File: src/rtl/line_pkg.sv
// ---------------------------------------------------------------------------
// line_pkg
// Shared widths, types and helpers for the oblique line renderer.
//   XW / YW       : raster column / row widths
//   AW            : signed width of the Bresenham arithmetic
//   rgb_t         : 24-bit pixel colour
//   span_t        : x-span of line pixels on one row {valid, lo, hi}
//   step_state_e  : stepper FSM states
// ---------------------------------------------------------------------------
package line_pkg;

    localparam int XW = 11;
    localparam int YW = 10;
    localparam int AW = 13;

    typedef logic [23:0] rgb_t;

    typedef struct packed {
        logic          valid;
        logic [XW-1:0] lo;
        logic [XW-1:0] hi;
    } span_t;

    typedef enum logic [2:0] {
        IDLE,
        SETUP,
        STEP,
        WAIT,
        DONE
    } step_state_e;

    localparam span_t SPAN_EMPTY = '{valid: 1'b0, lo: '0, hi: '0};

    // Grow a span so it also covers column x; an empty span becomes [x, x].
    function automatic span_t span_extend(span_t s, logic [XW-1:0] x);
        span_t r;
        r.valid = 1'b1;
        r.lo    = (!s.valid || x < s.lo) ? x : s.lo;
        r.hi    = (!s.valid || x > s.hi) ? x : s.hi;
        return r;
    endfunction

endpackage

File: src/rtl/bresenham_stepper.sv
// ---------------------------------------------------------------------------
// bresenham_stepper
// Walks a Bresenham line one row ahead of the raster and accumulates the
// x-span of line pixels for the next row to be displayed.
//   clk, rst_n      : pixel clock, asynchronous active-low reset
//   x_cnt_i/y_cnt_i : raster position from the XY counter
//   x0_i,y0_i       : first endpoint  (sampled only at the latch point)
//   x1_i,y1_i       : second endpoint (sampled only at the latch point)
//   commit_o        : row boundary; the consumer loads span_next_o now
//   span_next_o     : span for the row that starts after the next boundary
// Endpoints are captured on the boundary entering the last row, so the
// stepper uses that row to produce row 0 of the following frame.
// ---------------------------------------------------------------------------
module bresenham_stepper
    import line_pkg::*;
#(
    parameter int H_LINE = 20,
    parameter int V_LINE = 10
) (
    input  logic          clk,
    input  logic          rst_n,
    input  logic [XW-1:0] x_cnt_i,
    input  logic [YW-1:0] y_cnt_i,
    input  logic [XW-1:0] x0_i,
    input  logic [YW-1:0] y0_i,
    input  logic [XW-1:0] x1_i,
    input  logic [YW-1:0] y1_i,
    output logic          commit_o,
    output span_t         span_next_o
);

    // Clamping x to H_LINE-3 keeps a fully horizontal row within the
    // cycles available between two row boundaries.
    localparam logic [XW-1:0] X_MAX   = XW'(H_LINE - 3);
    localparam logic [YW-1:0] Y_MAX   = YW'(V_LINE - 1);
    localparam logic [XW-1:0] X_LAST  = XW'(H_LINE - 1);
    localparam logic [YW-1:0] Y_LATCH = YW'(V_LINE - 2);
    localparam logic signed [AW-1:0] S_ONE = AW'(1);

    step_state_e          state_q, state_d;
    logic [XW-1:0]        xa_q, xa_d, xb_q, xb_d;
    logic [YW-1:0]        ya_q, ya_d, yb_q, yb_d;
    logic signed [AW-1:0] px_q, px_d, py_q, py_d;
    logic signed [AW-1:0] dx_q, dx_d, dy_q, dy_d, err_q, err_d;
    logic                 sx_neg_q, sx_neg_d;
    logic [YW-1:0]        next_row_q, next_row_d;
    span_t                span_q, span_d;

    logic                 rb, latch;
    logic [XW-1:0]        x0_c, x1_c;
    logic [YW-1:0]        y0_c, y1_c;
    logic signed [AW-1:0] xa_s, xb_s, ya_s, yb_s, row_s;
    logic signed [AW-1:0] dx_c, dy_c, e2, err_n;
    logic                 at_end;

    assign rb    = (x_cnt_i == X_LAST);
    assign latch = rb && (y_cnt_i == Y_LATCH);

    assign x0_c = (x0_i > X_MAX) ? X_MAX : x0_i;
    assign x1_c = (x1_i > X_MAX) ? X_MAX : x1_i;
    assign y0_c = (y0_i > Y_MAX) ? Y_MAX : y0_i;
    assign y1_c = (y1_i > Y_MAX) ? Y_MAX : y1_i;

    assign xa_s  = $signed({2'b00, xa_q});
    assign xb_s  = $signed({2'b00, xb_q});
    assign ya_s  = $signed({3'b000, ya_q});
    assign yb_s  = $signed({3'b000, yb_q});
    assign row_s = $signed({3'b000, next_row_q});

    assign dx_c   = (xb_s < xa_s) ? (xa_s - xb_s) : (xb_s - xa_s);
    assign dy_c   = yb_s - ya_s;
    assign e2     = err_q <<< 1;
    assign at_end = (px_q == xb_s) && (py_q == yb_s);

    always_comb begin
        // NOTE: every _d starts from its current value so no path through this block infers a latch.
        state_d    = state_q;
        xa_d       = xa_q;
        ya_d       = ya_q;
        xb_d       = xb_q;
        yb_d       = yb_q;
        px_d       = px_q;
        py_d       = py_q;
        dx_d       = dx_q;
        dy_d       = dy_q;
        err_d      = err_q;
        sx_neg_d   = sx_neg_q;
        next_row_d = next_row_q;
        span_d     = span_q;
        err_n      = err_q;

        case (state_q)
            SETUP: begin
                px_d     = xa_s;
                py_d     = ya_s;
                dx_d     = dx_c;
                dy_d     = dy_c;
                sx_neg_d = (xb_s < xa_s);
                err_d    = dx_c - dy_c;
                state_d  = STEP;
            end
            STEP: begin
                if (py_q != row_s) begin
                    // Current point belongs to a later row: park until the boundary.
                    state_d = WAIT;
                end else begin
                    span_d = span_extend(span_q, px_q[XW-1:0]);
                    if (at_end) begin
                        state_d = DONE;
                    end else begin
                        // Both tests use the pre-step e2, as in textbook Bresenham.
                        if (e2 > -dy_q) begin
                            err_n = err_n - dy_q;
                            px_d  = sx_neg_q ? (px_q - S_ONE) : (px_q + S_ONE);
                        end
                        if (e2 < dx_q) begin
                            err_n = err_n + dx_q;
                            py_d  = py_q + S_ONE;
                        end
                        err_d = err_n;
                    end
                end
            end
            default: ;
        endcase

        // Every row boundary hands the accumulated span to the display side.
        if (rb) begin
            span_d = SPAN_EMPTY;
            if (state_q == WAIT) begin
                state_d    = STEP;
                next_row_d = next_row_q + YW'(1);
            end
        end

        // Latch wins over everything else; sorted so ya <= yb, ties keep point 0 first.
        if (latch) begin
            if (y1_c < y0_c) begin
                xa_d = x1_c;
                ya_d = y1_c;
                xb_d = x0_c;
                yb_d = y0_c;
            end else begin
                xa_d = x0_c;
                ya_d = y0_c;
                xb_d = x1_c;
                yb_d = y1_c;
            end
            next_row_d = '0;
            state_d    = SETUP;
        end
    end

    always_ff @(posedge clk or negedge rst_n) begin
        if (!rst_n) begin
            state_q    <= IDLE;
            xa_q       <= '0;
            ya_q       <= '0;
            xb_q       <= '0;
            yb_q       <= '0;
            px_q       <= '0;
            py_q       <= '0;
            dx_q       <= '0;
            dy_q       <= '0;
            err_q      <= '0;
            sx_neg_q   <= 1'b0;
            next_row_q <= '0;
            span_q     <= SPAN_EMPTY;
        end else begin
            // NOTE: non-blocking assignments so every flop samples pre-edge values together.
            state_q    <= state_d;
            xa_q       <= xa_d;
            ya_q       <= ya_d;
            xb_q       <= xb_d;
            yb_q       <= yb_d;
            px_q       <= px_d;
            py_q       <= py_d;
            dx_q       <= dx_d;
            dy_q       <= dy_d;
            err_q      <= err_d;
            sx_neg_q   <= sx_neg_d;
            next_row_q <= next_row_d;
            span_q     <= span_d;
        end
    end

    assign commit_o    = rb;
    assign span_next_o = span_q;

endmodule

File: src/rtl/oblique_line_render.sv
// ---------------------------------------------------------------------------
// oblique_line_render
// Paints one straight line between two endpoints over a background colour,
// driven by the XY raster counter. A Bresenham stepper prepares the next
// row's span; this module holds the span of the row being scanned, does the
// hit compare and registers the pixel outputs (1-cycle latency).
//   iCLK, iRST_n      : pixel clock, asynchronous active-low reset
//   x_cnt, y_cnt      : raster column / row from the counter
//   x_period/y_period : horizontal / vertical valid from the counter
//   iX0,iY0,iX1,iY1   : line endpoints (captured once per frame)
//   iLine_color       : line colour
//   iBg_color         : background colour
//   oRGB              : registered pixel colour
//   oHD, oVD          : x_period / y_period delayed one cycle
//   oLine_hit         : registered "pixel is on the line"
// Build option: define LINE_THICK_EN to widen each row span by one pixel on
// both sides (clamped to the row), giving a 3-pixel stroke on steep lines.
// ---------------------------------------------------------------------------
module oblique_line_render
    import line_pkg::*;
#(
    parameter int H_LINE = 20,
    parameter int V_LINE = 10
) (
    input  logic          iCLK,
    input  logic          iRST_n,
    input  logic [XW-1:0] x_cnt,
    input  logic [YW-1:0] y_cnt,
    input  logic          x_period,
    input  logic          y_period,
    input  logic [XW-1:0] iX0,
    input  logic [XW-1:0] iX1,
    input  logic [YW-1:0] iY0,
    input  logic [YW-1:0] iY1,
    input  rgb_t          iLine_color,
    input  rgb_t          iBg_color,
    output rgb_t          oRGB,
    output logic          oHD,
    output logic          oVD,
    output logic          oLine_hit
);

    localparam logic [XW-1:0] X_LAST = XW'(H_LINE - 1);

    logic          commit;
    span_t         span_next;
    span_t         span_cur_q, span_cur_d;
    logic [XW-1:0] lo_eff, hi_eff;
    logic          hit;
    rgb_t          rgb_q, rgb_d;
    logic          hd_q, vd_q, hit_q;

    bresenham_stepper #(
        .H_LINE (H_LINE),
        .V_LINE (V_LINE)
    ) u_stepper (
        .clk         (iCLK),
        .rst_n       (iRST_n),
        .x_cnt_i     (x_cnt),
        .y_cnt_i     (y_cnt),
        .x0_i        (iX0),
        .y0_i        (iY0),
        .x1_i        (iX1),
        .y1_i        (iY1),
        .commit_o    (commit),
        .span_next_o (span_next)
    );

    always_comb begin
        span_cur_d = commit ? span_next : span_cur_q;
`ifdef LINE_THICK_EN
        lo_eff = (span_cur_q.lo == '0)     ? '0     : (span_cur_q.lo - XW'(1));
        hi_eff = (span_cur_q.hi >= X_LAST) ? X_LAST : (span_cur_q.hi + XW'(1));
`else
        lo_eff = span_cur_q.lo;
        hi_eff = span_cur_q.hi;
`endif
        hit   = span_cur_q.valid && (x_cnt >= lo_eff) && (x_cnt <= hi_eff);
        rgb_d = hit ? iLine_color : iBg_color;
    end

    always_ff @(posedge iCLK or negedge iRST_n) begin
        if (!iRST_n) begin
            span_cur_q <= SPAN_EMPTY;
            rgb_q      <= '0;
            hd_q       <= 1'b0;
            vd_q       <= 1'b1;
            hit_q      <= 1'b0;
        end else begin
            span_cur_q <= span_cur_d;
            rgb_q      <= rgb_d;
            hd_q       <= x_period;
            vd_q       <= y_period;
            hit_q      <= hit;
        end
    end

    assign oRGB      = rgb_q;
    assign oHD       = hd_q;
    assign oVD       = vd_q;
    assign oLine_hit = hit_q;

endmodule

File: config.mk
export PLATFORM = sky130hd
export DESIGN_NAME = oblique_line_render
export DESIGN_NICKNAME = d
export VERILOG_FILES = /design/src/rtl/line_pkg.sv /design/src/rtl/bresenham_stepper.sv /design/src/rtl/oblique_line_render.sv
export SDC_FILE = /design/constraint.sdc
export NUM_CORES = 1
export LEC_CHECK = 0
export CAP_MARGIN = 25
export CORE_MARGIN = 1.5
export CORE_UTILIZATION = 23
export CTS_BUF_LIST = sky130_fd_sc_hd__clkbuf_2 sky130_fd_sc_hd__clkbuf_4 sky130_fd_sc_hd__clkbuf_8
export DETAILED_ROUTE_END_ITERATION = 12
export MAX_ROUTING_LAYER = met4
export PLACE_DENSITY = 0.44
export SYNTH_ARGS = -nofsm -noshare
export SYNTH_HDL_FRONTEND = slang
export SYNTH_SLANG_ARGS = --single-unit
File: constraint.sdc
create_clock -name iCLK -period 6 [get_ports iCLK]
set_input_delay 1.2 -clock iCLK [delete_from_list [all_inputs] [get_ports iCLK]]
set_output_delay 1.2 -clock iCLK [all_outputs]
set_load 0.02 [all_outputs]
# Yosys cells after proc, flatten, opt, wreduce, memory -nomap -nowiden
# Cells that the tools add are included.
[word_totals] regBits=194 latchBits=0 mem_bits_rw=0 romBits=0 input_bits=115 output_inout_bits=27 wordCells=119 mem_count=0
[op_classes] add_sub_neg=11 n_mul=0 div=0 magnitude_cmp=12 n_eq_ne=13 shifts=0 n_mux=41 n_bitwise=0 n_reduce_logical=20
[ops] cell="13-bit 2-to-1 mux" count=15
[ops] cell="13-bit one-hot mux with 2 select lines" count=3
[ops] cell="10-bit 2-to-1 mux" count=7
[ops] cell="23-bit 2-to-1 mux" count=3
[ops] cell="11-bit 2-to-1 mux" count=6
[ops] cell="13-bit by 2-bit adder with 13-bit output (second input constant)" count=2
[ops] cell="13-bit subtractor" count=2
[ops] cell="24-bit 2-to-1 mux" count=1
[ops] cell="11-bit by 11-bit subtractor with 12-bit output" count=2
[ops] cell="11-bit by 5-bit > comparator with 1-bit output (second input constant)" count=2
[ops] cell="11-bit < comparator" count=2
[ops] cell="10-bit by 4-bit > comparator with 1-bit output (second input constant)" count=2
[ops] cell="3-bit 2-to-1 mux" count=5
[ops] cell="13-bit adder" count=1
[ops] cell="13-bit by 11-bit == test with 1-bit output" count=1
[ops] cell="13-bit by 12-bit == test with 1-bit output" count=1
[ops] cell="13-bit > comparator" count=1
[ops] cell="13-bit < comparator" count=1
[ops] cell="13-bit by 11-bit != test with 1-bit output" count=1
[ops] cell="13-bit negator" count=1
[ops] cell="13-bit by 2-bit subtractor with 13-bit output (second input constant)" count=1
[ops] cell="2-bit nonzero test" count=6
[ops] cell="11-bit by 5-bit == test with 1-bit output (second input constant)" count=1
[ops] cell="11-bit greater-or-equal comparator" count=1
[ops] cell="17 further kinds" count=29

# Depth between registers and ports, before layout
[depth] ltp_word=11 mapped_depth=26 depth_no_buf=25

# Modules after synthesis
# Synthesis repeated with hierarchy kept, for this count alone.
[unflattened] hier_cells=1551 area_unflattened_um2=13999.7
[by_module_without_submodules] mod="bresenham_stepper" instances=1 cells_each=1349 area_per_inst_um2=11572.3 seq_area_each_um2=3503.4
[by_module_without_submodules] mod="oblique_line_render" instances=1 cells_each=202 area_per_inst_um2=2427.3 seq_area_each_um2=1252.5

# Worst setup path before layout
# OpenSTA, ideal clock, no wires.
[synth_timing] path_type="register to register" startpoint="reg u_stepper.dy_q[1]" endpoint="reg u_stepper.err_q[11]" setup_time_ps=136 arrival_time_ps=4730 t_required_ps=5864 setup_slack_ps=1134 stages_incl_launch_ff=25 path_buffers=1 cell_sequence="dfrtp_1 > inv_1 > ha_1 > nand2_1 > nor2_1 > nand4_1 > xnor2_1 > ha_1 > nand3_1 > nor4_2 > a221oi_1 > a221oi_2 > buf_6 > mux2i_1 > inv_1 > ha_1 > a211oi_1 > o21ai_0 > nand2_1 > o21ai_0 > o41ai_1 > mux2i_1 > xnor2_1 > mux2i_1 > o211ai_1"
[synth_between] elab_chain_cells=11 word_cells_on_any_way=12 cone_classes="add/sub (3); order compare (1); mux (8)"
[synth_lines] element="from (decl)" line="bresenham_stepper.sv:44" rtl="logic signed [AW-1:0] dx_q, dx_d, dy_q, dy_d, err_q, err_d;"
[synth_lines] element="from (signal assigned)" line="bresenham_stepper.sv:179" rtl="dy_q <= dy_d;"
[synth_lines] element="13-bit negator" line="bresenham_stepper.sv:112" rtl="if (e2 > -dy_q) begin"
[synth_lines] element="13-bit > comparator" line="bresenham_stepper.sv:112"
[synth_lines] element="13-bit 2-to-1 mux (*)" line="bresenham_stepper.sv:112"
[synth_lines] element="13-bit 2-to-1 mux (*)" line="bresenham_stepper.sv:108" rtl="if (at_end) begin"
[synth_lines] element="13-bit 2-to-1 mux (*)" line="bresenham_stepper.sv:103" rtl="if (py_q != row_s) begin"
[synth_lines] element="13-bit 2-to-1 mux (*)" line="bresenham_stepper.sv:92" rtl="case (state_q)"
[synth_lines] element="13-bit adder" line="bresenham_stepper.sv:117" rtl="err_n = err_n + dx_q;"
[synth_lines] element="13-bit 2-to-1 mux (*)" line="bresenham_stepper.sv:116" rtl="if (e2 < dx_q) begin"
[synth_lines] element="13-bit 2-to-1 mux (*)" line="bresenham_stepper.sv:108"
[synth_lines] element="13-bit 2-to-1 mux (*)" line="bresenham_stepper.sv:103"
[synth_lines] element="13-bit one-hot mux with 2 select lines (*)" line="bresenham_stepper.sv:92"
[synth_lines] element="to (signal assigned)" line="bresenham_stepper.sv:180" rtl="err_q <= err_d;"
[synth_lines] element="to (decl)" line="bresenham_stepper.sv:44"
# Every way passes the cells marked *; elsewhere a longest branch is shown, timed or not. The select of a mux whose other input is x is not followed.
# A chain may end at the register's enable or synchronous reset.

# Final worst setup path
[layout_timing] startpoint="reg u_stepper.dy_q[1]" endpoint="reg u_stepper.err_q[10]"
# The elaborated chain is that of the path after synthesis.

==> flow_summary.toml <==
[route]
drc = 4
wl_met2_mm = 18.6
highest_layer = "met4"
drt-pass1-iter-count = 9
drt_iter0_markers = 507
vias = 11184
wl_per_cell_um = 15.8
wl_met1_mm = 18.3
route.met3.wl_mm = 1.14
vias_per_cell = 4.54
wl_mm = 38.8
antenna_left = 0

[floorplan]
die-area_um2 = 61300
core_region_area_um2 = 59100
std_cell_rows = 89
ioPinCount = 142
die_y_um = 248
start_util_pct = 23.3
die_x_um = 248

[setup_path]
critical_path.max_fanout = 14
critPathKind = "reg -> reg"
r2r_start = "u_stepper.dy_q[1]$_DFFE_PN0N_"
regToRegEndpoint = "u_stepper.err_q[10]$_DFFE_PN0P_"
critPathLaunch = "u_stepper.dy_q[1]$_DFFE_PN0N_"
r2r_slack_ns = 0.76
setup.worst_path.end_class = "flip-flop"
worstPathArrival_ns = 5.69
reg2regPathDepth = 25
crit_path_start_kind = "flip-flop"
cp.required_ns = 6.45

[clock_network]
cts_hold_buf = 0
post_cts_resize_count = 0
clock-sinks = 190
postCtsSetupRepairBufs = 0
cts_tree = "done"
h-tree-depth = 4
clkTransAtPathRegs_ns = 0.11
cts_made_buffers = 17
cts-root-buf = "clkbuf_8"
clkLatencyLatePin_ns = 0.57
clockBufferDepth = 2

[placement]
gp_congestion = 0.823
port_buffers = 141
dp_hpwl_mm = 29.6

[sta]
drv_slew = 0
setup_viol_count_final = 0
skew_ns = 0.0163
worst_pin_slew_ns = 0.892
final_hold_viol_count = 0
hold_ws_ns = 0.484
clock.fmax_mhz = 191
period_share_pct = 87.4
min_period_ns = 5.24
finalSetupTns_ns = 0
timing.slew.headroom_pct = 40.3
rsz0062_at_grt = "false"

[yosys]
syn_avg_cell_area_um2 = 8.89
synth.top_cell.area_share_pct = 34.3
yosysSeqAreaShare_pct = 34.5
synth_area_leader_cell = "dfrtp_1"
synth_warnings = 0
yosys_register_bits = 190
synth_edf_count = 0
ys_types = 77
synth.most_common_cell = "dfrtp_1"
synth.area.top_cells = "dfrtp_1, ha_1, o21ai_0"
syn_area_um2 = 13800
postSynthCellCount = 1549
ys_top_cells_by_count = "dfrtp_1, ha_1, nor2_1"
async_flop_share_pct = 100
ys.flop_type = "dfrtp_1"

[grt]
antenna_found_initial = 1
grt_max_degree = 100
grt.overflow.total = 0
track_usage_pct = 13.6
grt_pass1_vias = 11451
grt_pass1_wl_mm = 62.6

[min_path]
holdPathStages = 2
worstHoldEndpoint = "span_cur_q[22]$_DFFE_PN0P_"
hold_class = "reg -> reg"
worstHoldStart = "span_cur_q[22]$_DFFE_PN0P_"

[final_layout]
fin_nets = 1953
area_growth_pct = 19.8
final_util_pct = 27.9
layout-drive-gt1-share_pct = 6.81

[outcome]
violations = "DRC"
outcome = "complete, but fails checks"

[pwr]
irDropWorstVdd_mv = 0.168
power.leakage_nw = 7.90
p_per_area_nw_per_um2 = 147

[run]
cap_violations = 0
==> registers in the layout (all words and copies together), names as in the netlist, 11 cells and up <==
| signal | count |
|---|---|
| u_stepper.dy_q | 11 |
| u_stepper.px_q | 13 |
| hi_eff | 11 |
| u_stepper.dx_q | 12 |
| u_stepper.span_next_o | 23 |
| u_stepper.xb_q | 11 |
| lo_eff | 11 |
| u_stepper.py_q | 13 |
| u_stepper.err_q | 12 |
| oRGB | 24 |
| u_stepper.xa_q | 11 |
==> cell families after synthesis <==
logic type                 synth area share (%)
and+or+nand+nor                            16.2
AOI/OAI and AO/OA                          16.6
buffers and inverters                      5.52
DFF                                        34.5
adders and majority gates                  15.1
xor gates and xnor gates                   6.23
muxes                                      5.73
other                                    0.0545
==> power by group <==
group	switching (W)	internal, W
combinational	0.0000937	0.000111
clock	0.000547	0.000372
sequential	0.00000727	0.00130
total	0.000648	0.00178
==> per-layer routing <==
metal	global-route usage, %	vias up
met5	-	-
met4	5.12	0
met3	2.08	42
met2	22.4	165
met1	16.7	5329
li1	-	5648
==> critical path, cell delays in order (launching register included) <==
cell and delay [ns]:
dfrtp_1 0.41, inv_1 0.15, ha_1 0.24, nand2_1 0.13, nor2_1 0.12, nand4_1 0.14, xnor2_1 0.16, ha_1 0.27
nand3_1 0.09, nor4_2 0.33, a221oi_1 0.16, a221oi_2 0.24, buf_4 0.28, mux2i_1 0.25, ha_1 0.22, inv_1 0.06
fa_1 0.40, nor2b_1 0.12, o21ai_0 0.10, a21oi_1 0.21, o21ai_0 0.14, a21oi_1 0.26, a31oi_1 0.14, mux2i_1 0.16
nor3_1 0.06, a311o_1 0.26
==> final cells by class <==
| type | count | area (um2) |
|---|---|---|
| diodes | 2 | 5.00 |
| clock buffers | 20 | 275 |
| multi-input cells | 1177 | 8310 |
| flip-flops and latches | 190 | 4760 |
| fillers | 6272 | 42600 |
| repair buffers | 157 | 1560 |
| clock inverters | 12 | 125 |
| inverters | 133 | 499 |
| well taps | 773 | 967 |
==> stage by stage <==
stage | instance area, um2 | std cells | setup WS [ns] | power (W)
after floorplan | 13800 | 1559 | 1.13 | 0.00140
after global placement | 16100 | 2428 | 0.899 | 0.00154
after detailed placement | 16100 | 2429 | 0.801 | 0.00154
after CTS | 16500 | 2461 | 0.759 | 0.00249
after global routing | 16500 | 2463 | 0.193 | 0.00255
final | 16500 | 2464 | 0.758 | 0.00243
==> worst max-delay path by stage <==
stage                                 endpoint  slack (ns)
2_1_floorplan  u_stepper.err_q[11]$_DFFE_PN0P_        1.13
3_3_place_gp   u_stepper.err_q[11]$_DFFE_PN0P_        0.90
3_5_place_dp   u_stepper.err_q[10]$_DFFE_PN0P_        0.80
4_1_cts        u_stepper.err_q[10]$_DFFE_PN0P_        0.76
5_1_grt        u_stepper.err_q[10]$_DFFE_PN0P_        0.19
6_report       u_stepper.err_q[10]$_DFFE_PN0P_        0.76
==> cell usage in the layout (no fill, tap or decap), types with 5 or more instances in the layout <==
master / instances
a211oi_1: 7
a21o_1: 36
a21oi_1: 79
a221o_1: 8
a22oi_1: 5
a31oi_1: 10
and2_1: 9
and3_1: 11
buf_4: 14
clkbuf_8: 21
clkdlybuf4s50_1: 140
conb_1: 12
dfrtp_1: 189
fa_1: 7
ha_1: 155
inv_1: 133
mux2_2: 39
mux2i_1: 35
nand2_1: 138
nand2b_1: 18
nand3_1: 33
nand4_1: 16
nor2_1: 147
nor2b_1: 17
nor3_1: 36
nor4_1: 10
o211ai_1: 11
o21a_1: 19
o21ai_0: 112
o21ai_1: 8
o221ai_1: 6
o31a_1: 6
o31ai_1: 5
or2_2: 8
or3_1: 9
xnor2_1: 62
xor2_1: 36
No activity file was read; power rests on OpenSTA's default activity.
